$ cat src/rtl/cpu_ext_pkg.sv
// Shared definitions for the immediate-extension datapath: extend modes,
// default word widths reused by the decoder and ALU, and the skid-buffer
// occupancy encoding used by sign_extend_pipe.
package cpu_ext_pkg;

  localparam int IMM_W  = 16;
  localparam int WORD_W = 32;

  typedef enum logic [1:0] {
    EXT_SIGN   = 2'b00,
    EXT_ZERO   = 2'b01,
    EXT_UPPER  = 2'b10,
    EXT_BRANCH = 2'b11
  } ext_mode_t;

  // Encoded as {skid_full, out_valid} so both flags read straight off the state.
  typedef enum logic [1:0] {
    BUF_EMPTY = 2'b00,
    BUF_ONE   = 2'b01,
    BUF_FULL  = 2'b11
  } buf_state_t;

endpackage

$ cat src/rtl/sign_extend_pipe_ext_func.sv
// ext_func: purely combinational immediate extender (sign, zero, upper,
// branch-offset). Shared by the pipelined extender and the decoder model.
module ext_func
  import cpu_ext_pkg::*;
#(
  parameter int IN_W     = IMM_W,
  parameter int OUT_W    = WORD_W,
  parameter int SHIFT_BR = 2
) (
  input  logic [IN_W-1:0]  imm_i,
  input  ext_mode_t        mode_i,
  output logic [OUT_W-1:0] result_o
);

  logic [OUT_W-1:0] sign_ext;

  assign sign_ext = {{(OUT_W-IN_W){imm_i[IN_W-1]}}, imm_i};

  // Select the extension; branch bits pushed past the MSB simply fall off.
  always_comb begin
    // NOTE: assign a default before the case so no path leaves result_o unassigned (no latch).
    result_o = sign_ext;
    unique case (mode_i)
      EXT_SIGN:   result_o = sign_ext;
      EXT_ZERO:   result_o = {{(OUT_W-IN_W){1'b0}}, imm_i};
      EXT_UPPER:  result_o = {imm_i, {(OUT_W-IN_W){1'b0}}};
      EXT_BRANCH: result_o = sign_ext << SHIFT_BR;
      default:    ;
    endcase
  end

endmodule

$ cat src/rtl/sign_extend_pipe.sv
// sign_extend_pipe: registered immediate extender with a valid/ready
// handshake and a 2-entry (main + skid) buffer so the consumer can stall
// without losing an immediate. InReady is a pure register output.
// Optional build macro EXT_COUNT_EN adds the saturating OutCount port.
module sign_extend_pipe
  import cpu_ext_pkg::*;
#(
  parameter int IN_W     = IMM_W,
  parameter int OUT_W    = WORD_W,
  parameter int SHIFT_BR = 2,
  parameter int TAG_W    = 4
) (
  input  logic             CLK,
  input  logic             Reset,
  input  logic             InValid,
  output logic             InReady,
  input  logic [IN_W-1:0]  InImm,
  input  logic [1:0]       InMode,
  input  logic [TAG_W-1:0] InTag,
  output logic             OutValid,
  input  logic             OutReady,
  output logic [OUT_W-1:0] OutData,
  output logic [TAG_W-1:0] OutTag
`ifdef EXT_COUNT_EN
  ,
  output logic [15:0]      OutCount
`endif
);

  if (IN_W < 1 || IN_W >= OUT_W) begin : g_bad_in_w
    $fatal(1, "sign_extend_pipe: IN_W must be in 1..OUT_W-1");
  end
  if (SHIFT_BR < 0 || SHIFT_BR >= OUT_W) begin : g_bad_shift
    $fatal(1, "sign_extend_pipe: SHIFT_BR must be in 0..OUT_W-1");
  end

  buf_state_t       state_q, state_d;
  logic [OUT_W-1:0] main_data_q, main_data_d;
  logic [TAG_W-1:0] main_tag_q, main_tag_d;
  logic [OUT_W-1:0] skid_data_q, skid_data_d;
  logic [TAG_W-1:0] skid_tag_q, skid_tag_d;
  logic [OUT_W-1:0] ext_result;
  logic             in_xfer;
  logic             out_xfer;

  ext_func #(
    .IN_W     (IN_W),
    .OUT_W    (OUT_W),
    .SHIFT_BR (SHIFT_BR)
  ) u_ext_func (
    .imm_i    (InImm),
    .mode_i   (ext_mode_t'(InMode)),
    .result_o (ext_result)
  );

  assign InReady  = ~state_q[1];
  assign OutValid = state_q[0];
  assign OutData  = main_data_q;
  assign OutTag   = main_tag_q;
  assign in_xfer  = InValid & InReady;
  assign out_xfer = OutValid & OutReady;

  // Buffer occupancy transitions and which register captures new data.
  always_comb begin
    state_d     = state_q;
    main_data_d = main_data_q;
    main_tag_d  = main_tag_q;
    skid_data_d = skid_data_q;
    skid_tag_d  = skid_tag_q;
    case (state_q)
      BUF_EMPTY: begin
        if (in_xfer) begin
          main_data_d = ext_result;
          main_tag_d  = InTag;
          state_d     = BUF_ONE;
        end
      end
      BUF_ONE: begin
        if (in_xfer && out_xfer) begin
          main_data_d = ext_result;
          main_tag_d  = InTag;
        end else if (in_xfer) begin
          skid_data_d = ext_result;
          skid_tag_d  = InTag;
          state_d     = BUF_FULL;
        end else if (out_xfer) begin
          state_d = BUF_EMPTY;
        end
      end
      BUF_FULL: begin
        // Older skid entry moves forward; nothing new can arrive while full.
        if (out_xfer) begin
          main_data_d = skid_data_q;
          main_tag_d  = skid_tag_q;
          state_d     = BUF_ONE;
        end
      end
      default: state_d = BUF_EMPTY;
    endcase
  end

  // State and data registers; reset drops any in-flight entries.
  always_ff @(posedge CLK or posedge Reset) begin
    if (Reset) begin
      // NOTE: data registers are reset too, so OutData/OutTag read 0 after reset rather than X.
      state_q     <= BUF_EMPTY;
      main_data_q <= '0;
      main_tag_q  <= '0;
      skid_data_q <= '0;
      skid_tag_q  <= '0;
    end else begin
      // NOTE: non-blocking assignments so every register samples pre-edge values.
      state_q     <= state_d;
      main_data_q <= main_data_d;
      main_tag_q  <= main_tag_d;
      skid_data_q <= skid_data_d;
      skid_tag_q  <= skid_tag_d;
    end
  end

`ifdef EXT_COUNT_EN
  logic [15:0] count_q;

  // Count accepted inputs, sticking at all-ones instead of wrapping.
  always_ff @(posedge CLK or posedge Reset) begin
    if (Reset) begin
      count_q <= '0;
    end else if (in_xfer && (count_q != 16'hFFFF)) begin
      count_q <= count_q + 16'd1;
    end
  end

  assign OutCount = count_q;
`endif

endmodule

$ cat config.mk
export PLATFORM = sky130hd
export DESIGN_NAME = sign_extend_pipe
export DESIGN_NICKNAME = d
export VERILOG_FILES = /design/src/rtl/cpu_ext_pkg.sv /design/src/rtl/sign_extend_pipe_ext_func.sv /design/src/rtl/sign_extend_pipe.sv
export SDC_FILE = /design/constraint.sdc
export NUM_CORES = 1
export LEC_CHECK = 0
export BUFFER_PORTS_ARGS = -buffer_cell sky130_fd_sc_hd__buf_2
export CAP_MARGIN = 20
export CORE_MARGIN = 3
export CORE_UTILIZATION = 55
export CTS_BUF_LIST = sky130_fd_sc_hd__clkbuf_8
export CTS_CLUSTER_DIAMETER = 120
export DETAILED_ROUTE_END_ITERATION = 8
export PLACE_DENSITY = 0.79
export SETUP_SLACK_MARGIN = 0.3
export SYNTH_ARGS = -nofsm -noshare
export SYNTH_HDL_FRONTEND = slang
export SYNTH_SLANG_ARGS = --single-unit
export TNS_END_PERCENT = 5
$ cat constraint.sdc
create_clock -name CLK -period 3.1 [get_ports CLK]
set_input_delay 0.465 -clock CLK [delete_from_list [all_inputs] [get_ports CLK]]
set_output_delay 0.465 -clock CLK [all_outputs]
set_load 0.01 [all_outputs]
==> metrics.txt, run 1 <==
status=completed; area delta synth->final=12.5%; ys flop type=dfrtp_1; I/O pins=64; First DRT Iteration DRCs=177; wire per inst=15.2 um; min Tclk post-route=2.22 ns; share of cells above drive strength 1=33.6%; drt drc=0; FMAX=451 MHz; largest net degree at the start of global routing=65; ys async rst share=100%; Final setup viols=0; PD cells=955 nW/um2; Post-Place Setup Slack=0.902 ns; CP Data Required Time=3.33 ns; PortBufs=63; vias in the first global route=2,770; Inst Count DP=501; clock latency on the worst-skew pair=0.35 ns; CTS tree=done; Multi-input gate area=1840 um2; Max-slew headroom=48.3%; cts bufs inserted=9; sequential area share after synthesis=47.1%; area of the core=6870 um2; global-route wire length before repair=13.3 mm; CP Capture Type=register; Lkg Pwr=0.00213 uW; RSZ-0062 raised after global routing=no; DRT Pass-1 Iters=5; Cell Rows=30; Worst Path Class, Setup=register to register; number of instances resized during post-cts repair=0; actual slew at the worst max-slew pin=0.772 ns; die area=8200 um2; final hold viol count=0; type of origin of the critical path=register; final WL=7.83 mm; Syn Nets=394; synthesized flop and latch total=74; initial core utilization=57.3%; Placer Congestion=0.836; gr usage total=20.0%; most frequent cells in the layout=dfrtp_1 (74), buf_2 (63), nand2_1 (53); worst hold path class=primary input to asynchronous set/reset pin; YS warnings=0; Max Cap Viol=0; ANT cells=0; H-tree Lvls=3; syn_area_per_cell=10.8 um2; post-CTS setup-driven buffer insertion count=0; CP max FO=32; Final TNS setup=0 ns; DP HPWL=5.45 mm; Tcrit/Tclk final=71.5%; CP max stage cell=dfrtp_1; Worst Slack Setup Final=0.885 ns; cell breakdown of the critical path=inv_1, ha_1, nor2_1, a41o_1, nand2_8, mux2_4; gr ovfl total=0; CTS clk-pin slew, worst paths=0.08 ns; Die X-Extent=90.6 um; leading cell type in the layout, fill and taps excluded=dfrtp_1; Post-DP Area=4240 um2; storage element area=1850 um2; Vias/cell=5.25; CTS Root Cell=clkbuf_8; Slowest Stage Delay on Critical Path=0.48 ns; final instance area=4430 um2; post-route ant nets=0; Slew Viols, Final=0; CP arrival=2.44 ns; VDD IR max=0.000833 V; FILL cells=551; Total Power Consumption=4230 uW; number of vias in the routed layout=2,709; Layout Cells excl Fill=516; maximum root-to-sink buffer count=2; Hold-fix buffers, CTS=0; initial antenna violation count=0; Final Net Count=447; Die H=90.6 um; Cell variety after synth=29; Max Clock Skew=0.0110 ns; Mapped Cells=363; mapped cell area=3930 um2; clk sinks=74; number of enable flip-flop cells after synthesis=0
## flip-flops by register name, indices dropped and copies added (netlist names)
signal and cells:
skid_data_q 32, skid_tag_q 4, OutData 32, state_q 2, OutTag 4
## worst max-delay path: cells and delay by family (launching register included)
| kind | cells | cell delay, ns |
|---|---|---|
| buf+inv | 1 | 0.10 |
| fa+ha+maj | 1 | 0.33 |
| flops | 1 | 0.48 |
| simple gates | 2 | 0.43 |
| mux | 1 | 0.38 |
| compound gates | 1 | 0.36 |
## kinds of logic (layout without fill, tap and decap cells)
family                     after synthesis  after routing  share of synthesized area (%)
AOI/OAI and AO/OA                       93             93                           13.0
and+or+nand+nor                         77             77                           9.41
DFF                                     74             74                           47.1
muxes                                   68             68                           22.2
buffers and inverters                   44            101                           6.33
adders and majority gates                5              5                           1.59
xor gates and xnor gates                 2              2                          0.445
## cell type report
cell class	instances	share of cell area [%]
clock buffers	9	2.80
clock inverters	6	1.36
inverters	19	1.61
multi-input cells	245	41.6
flip-flops and latches	74	41.8
well taps	96	2.71
repair buffers	67	8.09
## synthesized netlist by cell type (5+ instances only)
cell type	n	area, um2
a21oi_1	29	145
a31oi_1	5	31.3
buf_2	10	50.1
clkbuf_1	6	22.5
dfrtp_1	74	1850
ha_1	5	62.6
inv_1	19	71.3
mux2_2	17	191
mux2_4	34	510
mux2i_1	17	170
nand2_1	53	199
nor2b_1	15	93.8
o21ai_0	52	260
## path summary, 6_finish.rpt
kind	from	end	slack [ns]	cells after the start
hold / removal	Reset	OutData[6]$_DFFE_PP0P_	0.24	2
setup / recovery	state_q[0]$_DFFE_PP0P_	OutData[24]$_DFFE_PP0P_	0.88	6
min in group CLK	InTag[1]	skid_tag_q[1]$_DFFE_PP0P_	0.36	2
setup reg to reg	state_q[0]$_DFFE_PP0P_	OutData[24]$_DFFE_PP0P_	0.88	6
max in group asynchronous	Reset	skid_data_q[16]$_DFFE_PP0P_	2.19	3
hold reg to reg	skid_data_q[26]$_DFFE_PP0P_	skid_data_q[26]$_DFFE_PP0P_	0.49	2
## per-stage QoR
| step | hold slack [ns] | util, % |
|---|---|---|
| global route | 0.294 | 64.4 |
| detailed placement | 0.470 | 61.7 |
| CTS | 0.258 | 64.4 |
| global placement | 0.461 | 61.7 |
| floorplan | 0.450 | - |
| finish | 0.236 | 64.4 |
## where the power goes
part	internal [uW]	switching (uW)
clock network	363	353
logic	962	914
registers	1400	234
total	2720	1500
## per-layer routing
metal	global-route usage (%)	part of all wire (%)
met1	27.2	46
met2	31.7	48
met3	4.17	5.8
met4	7.53	0.42
met5	0	0
Power figures use the tool's default switching activity.
==> run 2: changes to the inputs <==
- clock period: 3.1 -> 2.1 ns (I/O delays scaled with it)
==> run 2 against run 1 <==
Compared with the run above:
- wire length grew 10%
- die area stayed put
- total power rose by 60%
- clock skew grew 0.0061 ns
- global-route usage is 1.9 points higher
- maximum frequency is 25% higher
==> metrics.txt, run 2 (synthesis results as in run 1) <==
Final TNS setup=0 ns; Die X-Extent=90.6 um; Lkg Pwr=0.00219 uW; DRT Pass-1 Iters=4; initial core utilization=57.3%; RSZ-0062 raised after global routing=yes; CTS Root Cell=clkbuf_8; final instance area=4640 um2; CP max stage cell=dfrtp_2; area delta synth->final=17.9%; DP HPWL=5.45 mm; Cell Rows=30; CTS tree=done; CP Capture Type=register; CP Data Required Time=2.33 ns; wire per inst=16.3 um; CP arrival=2.00 ns; Worst Path Class, Setup=register to register; Vias/cell=5.39; number of vias in the routed layout=2,855; type of origin of the critical path=register; Slowest Stage Delay on Critical Path=0.39 ns; clock latency on the worst-skew pair=0.36 ns; Slew Viols, Final=0; Reg2Reg Setup Slack=0.33 ns; final WL=8.63 mm; most frequent cells in the layout=dfrtp_1 (73), buf_2 (63), nand2_1 (53); share of cells above drive strength 1=37.3%; die area=8200 um2; largest net degree at the start of global routing=75; FMAX=565 MHz; drt drc=0; H-tree Lvls=3; FILL cells=508; status=completed; global-route wire length before repair=14.2 mm; min Tclk post-route=1.77 ns; gr usage total=21.9%; Total Power Consumption=6760 uW; WHS=0.0509 ns; Tcrit/Tclk final=84.3%; cts bufs inserted=9; ANT cells=0; Die H=90.6 um; PortBufs=63; gr ovfl total=0; CP max FO=8; VDD IR max=0.000794 V; Final setup viols=0; CTS clk-pin slew, worst paths=0.09 ns; area of the core=6870 um2; Final Net Count=460; leading cell type in the layout, fill and taps excluded=dfrtp_1; PD cells=1460 nW/um2; Post-DP Area=4290 um2; Util after Layout=67.5%; Max Clock Skew=0.0171 ns; clk sinks=74; vias in the first global route=2,828; maximum root-to-sink buffer count=2; initial antenna violation count=0; Max Cap Viol=0; cell breakdown of the critical path=inv_1, ha_4, nor2_2, a41o_4, nand2_8, mux2_2; Hold-fix buffers, CTS=0; worst hold path class=primary input to asynchronous set/reset pin; Placer Congestion=0.775; actual slew at the worst max-slew pin=0.756 ns; First DRT Iteration DRCs=173; final hold viol count=0; post-route ant nets=0; Max-slew headroom=49.4%; I/O pins=64
## run 2: changes by cell type in the layout (fill, tap and decap cells not counted), moves of 2 or more
cell,previous run,this run
buf_4,3,9
clkinvlp_4,1,4
buf_12,1,5
ha_1,4,2
inv_1,19,17
nand2_8,1,4
## run 2: worst paths after layout
path                                                to  depth (start not counted)                       start
setup / recovery               OutData[21]$_DFFE_PP0P_                          6      state_q[0]$_DFFE_PP0P_
hold / removal             skid_data_q[11]$_DFFE_PP0P_                          3                       Reset
setup reg to reg               OutData[21]$_DFFE_PP0P_                          6      state_q[0]$_DFFE_PP0P_
hold reg to reg             skid_data_q[6]$_DFFE_PP0P_                          2  skid_data_q[6]$_DFFE_PP0P_
max in group asynchronous       state_q[0]$_DFFE_PP0P_                          3                       Reset
min in group CLK             skid_tag_q[2]$_DFFE_PP0P_                          2                    InTag[2]
## run 2: area by class of cell
cell class	count	area (um2)	area share (%)
Clock buffer	10	138	2.97
Tap cell	96	120	2.59
Multi-Input combinational cell	248	1930	41.6
Timing Repair Buffer	77	483	10.4
Clock inverter	6	41.3	0.890
Inverter	19	75.1	1.62
Sequential cell	74	1850	39.9
## run 2: report_power, final
part           leakage (uW)  switching [uW]  internal (uW)  total [uW]
combinational       0.00118            1650           1700        3340
clock             0.0000847             553            460        1010
sequential         0.000929             339           2070        2410
## run 2: stage by stage
stage          worst slack (ns)  std cells
5_1_grt                   0.290        530
2_1_floorplan             0.223        363
3_5_place_dp             0.0715        504
4_1_cts                   0.302        528
3_3_place_gp              0.172        504
6_report                  0.331        530
## run 2: what timing repair did
item,4_1_cts,5_1_grt
gates resized for setup,6,4
cloned,3,0
setup endpoints to repair,34,34
pin swaps,2,4
setup buffers,5,2
## run 2: critical path, delay by kind of cell (launching register included)
family / cells / cell delay, ns
DFF: 1 / 0.39
muxes: 1 / 0.35
AOI/OAI and AO/OA: 1 / 0.33
adders and majority gates: 1 / 0.28
and+or+nand+nor: 2 / 0.20
buffers and inverters: 1 / 0.09
## run 2: per-layer routing
layer | wire length [um] | global-route usage (%) | vias to the layer above
li1 | - | - | 1364
met1 | 3830 | 28.7 | 1393
met2 | 4240 | 35.1 | 89
met3 | 463 | 5.00 | 9
met4 | 89 | 9.31 | 0
met5 | 0 | 0 | -
==> run 3: changes to the inputs <==
- ABC_AREA: default -> 1
- clock period: 2.1 -> 1.85 ns (I/O delays scaled with it)
==> run 3 against run 2 <==
Compared with the run above:
- register-to-register slack got worse by 0.18 ns
- synthesized area shrank 3.4%
- non-clock buffer count grew 12
- clock skew shrank 0.013 ns
- sequential power grew 14%
- sequential cell count unchanged
- sequential share of layout area is 0.17 points lower
- cell count rose by 28%
- die area fell by 3.1%
- first-iteration DRC count increased to 2.7 times the previous value
- critical path depth grew 3
- critical endpoint is now OutData[19]$_DFFE_PP0P_
- largest cell class is now registers
==> metrics.txt, run 3 <==
post-synthesis adder-cell area fraction=1.65%; Worst Path Class, Setup=register to register; ys async rst share=100%; ANT cells=0; gr usage total=27.6%; largest cells by area after synthesis=dfrtp_1 (49%), nand2_1 (29%), nand3_1 (6.6%), buf_2 (2.8%), a31oi_1 (2.3%); YS warnings=0; Tcrit/Tclk final=92.0%; final WL=10.4 mm; Placer Congestion=0.847; VDD IR max=0.000846 V; vias in the first global route=3,616; largest family of logic cells by synthesized area=simple AND/OR/NAND/NOR gates; PD cells=1720 nW/um2; syn_area_per_cell=7.20 um2; CP max stage cell=dfrtp_2; Cell variety after synth=19; CTS Root Cell=clkbuf_8; Final Net Count=628; Slowest Stage Delay on Critical Path=0.44 ns; worst hold path class=primary input to asynchronous set/reset pin; Internal=4850 uW; xor and xnor area share after synthesis=0%; Cell Rows=29; RSZ-0062 raised after global routing=yes; H-tree Lvls=3; logic gate share of total power=48.3%; DRT Pass-1 Iters=6; Slew Viols, Final=0; clock latency on the worst-skew pair=0.35 ns; leading cell type in the layout, fill and taps excluded=nand2_1; Mapped Cells=528; cts bufs inserted=9; Syn Nets=559; largest net degree at the start of global routing=75; Multi-input gate area=1740 um2; I/O pins=64; type of origin of the critical path=register; Die X-Extent=89.1 um; FILL cells=508; clk sinks=74; min Tclk post-route=1.70 ns; status=completed; CP arrival=1.99 ns; share of cells above drive strength 1=20.4%; wire per inst=15.3 um; Synth top area share=48.7%; First DRT Iteration DRCs=475; number of vias in the routed layout=3,790; number of enable flip-flop cells after synthesis=0; actual slew at the worst max-slew pin=0.487 ns; Die H=89.1 um; Net Switching=3160 uW; Compound-Gate Fraction of Synth Area=4.84%; FMAX=588 MHz; CP max FO=5; post-route ant nets=0; mapped cell area=3800 um2; top cells by count, synth=nand2_1 (296), dfrtp_1 (74), nand3_1 (50); simple-gate portion of the synthesized area=38.7%; CP Capture Type=register; PortBufs=63; critical path's top delay family=buffers and inverters; global-route wire length before repair=16.9 mm; multiplexer share of the synthesized area=0%; initial core utilization=58.2%; CTS clk-pin slew, worst paths=0.08 ns; most numerous cell in the Yosys netlist=nand2_1; most used cell, CP=nand2_1; Worst Slack Setup Final=0.149 ns; Hold-fix buffers, CTS=0; Max Clock Skew=0.00419 ns; die area=7950 um2; DP HPWL=5.88 mm; CTS tree=done; cell breakdown of the critical path=inv_4, ha_4, or2_4, a21oi_4, buf_4, buf_8, buf_16, nand2_1, nand2_1; drt drc=0; Util after Layout=71.4%; cell taking the most area after synthesis=dfrtp_1; Final TNS setup=0 ns; Flop pwr share=34.2%; Total Power Consumption=8010 uW; Final setup viols=0; sequential area share after synthesis=48.7%; area of the core=6530 um2; ys flop type=dfrtp_1; initial antenna violation count=0; gr ovfl total=0; synthesized flop and latch total=74; Max Cap Viol=0; Lkg Pwr=0.00269 uW; CP Data Required Time=2.14 ns; area delta synth->final=22.6%; maximum root-to-sink buffer count=2; final hold viol count=0; power share of the clock group=17.5%; Max-slew headroom=67.4%; Post-Place Setup Slack=0.101 ns; most frequent cells in the layout=nand2_1 (296), dfrtp_1 (72), buf_2 (63); Sw Share=39.4%; storage element area=1850 um2; Vias/cell=5.58; Buf/Inv on CP=4
[run 3: cell types whose count changed after synthesis, moves of 9 or more]
| cell | before | now |
|---|---|---|
| buf_2 | 10 | 21 |
| o21ai_0 | 52 | 15 |
| mux2_2 | 17 | 0 |
| a31oi_1 | 5 | 14 |
| a21oi_1 | 29 | 1 |
| nand3_1 | 1 | 50 |
| mux2i_1 | 17 | 0 |
| nor2_1 | 2 | 17 |
| nand2_1 | 53 | 296 |
| nor2b_1 | 15 | 0 |
| mux2_4 | 34 | 0 |
[run 3: cell type report]
cell class              instances  area share [%]
multi-input cells             405            37.3
flip-flops and latches         74            39.8
repair buffers                 89            14.6
well taps                      77            2.07
clock buffers                  10            2.95
clock inverters                 6            1.74
inverters                      18            1.58
[run 3: routing by layer]
layer | wire [um] | track usage [%] | share of wire, % | up-vias
met5 | 0 | 0 | 0 | -
met4 | 416 | 15.0 | 4.0 | 0
met3 | 690 | 5.53 | 6.6 | 43
met2 | 5050 | 44.7 | 49 | 186
met1 | 4250 | 34.9 | 41 | 1770
li1 | - | - | - | 1791
[run 3: kinds of logic (layout without fill, tap and decap cells)]
group / after synthesis / count (layout)
flops: 74 / 74
fa+ha+maj: 5 / 5
compound gates: 31 / 31
buf+inv: 49 / 123
simple gates: 369 / 369
[run 3: per-stage QoR]
step / hold slack (ns) / instance area, um2 / instances
after floorplan: 0.436 / 3800 / 528
after detailed placement: 0.417 / 4180 / 648
after global placement: 0.413 / 4180 / 648
final: 0.00962 / 4660 / 679
after global routing: 0.0481 / 4660 / 679
after CTS: 0.0342 / 4630 / 678
[run 3: final timing paths]
path,start,endpoint,slack [ns],cells past startpoint
setup / recovery,state_q[1]$_DFFE_PP0P_,OutData[19]$_DFFE_PP0P_,0.15,9
hold / removal,Reset,OutData[27]$_DFFE_PP0P_,0.01,3
setup reg to reg,state_q[1]$_DFFE_PP0P_,OutData[19]$_DFFE_PP0P_,0.15,9
hold reg to reg,OutData[17]$_DFFE_PP0P_,OutData[17]$_DFFE_PP0P_,0.48,2
max in group asynchronous,Reset,OutData[7]$_DFFE_PP0P_,1.51,3
min in group CLK,InTag[2],skid_tag_q[2]$_DFFE_PP0P_,0.19,3
[run 3: power by group through the flow]
stage          registers, uW  clock network [uW]  logic, uW
6_report                2740                1400       3870
5_1_grt                 2820                1490       4280
4_1_cts                 2720                1410       3700
3_5_place_dp            2750                   0       2850
3_3_place_gp            2720                   0       2740
2_1_floorplan           2860                   0       1830
[run 3: tightest hold or removal path, stage by stage]
cell and delay [ns]:
buf_2 0.11, clkinvlp_4 0.07, buf_12 0.32
[run 3: what timing repair did]
action                     CTS  global route
gates resized for setup     14             2
setup endpoints to repair   39            72
pin swaps                    3             0
cloned                       4             1
buffers inserted            10             0
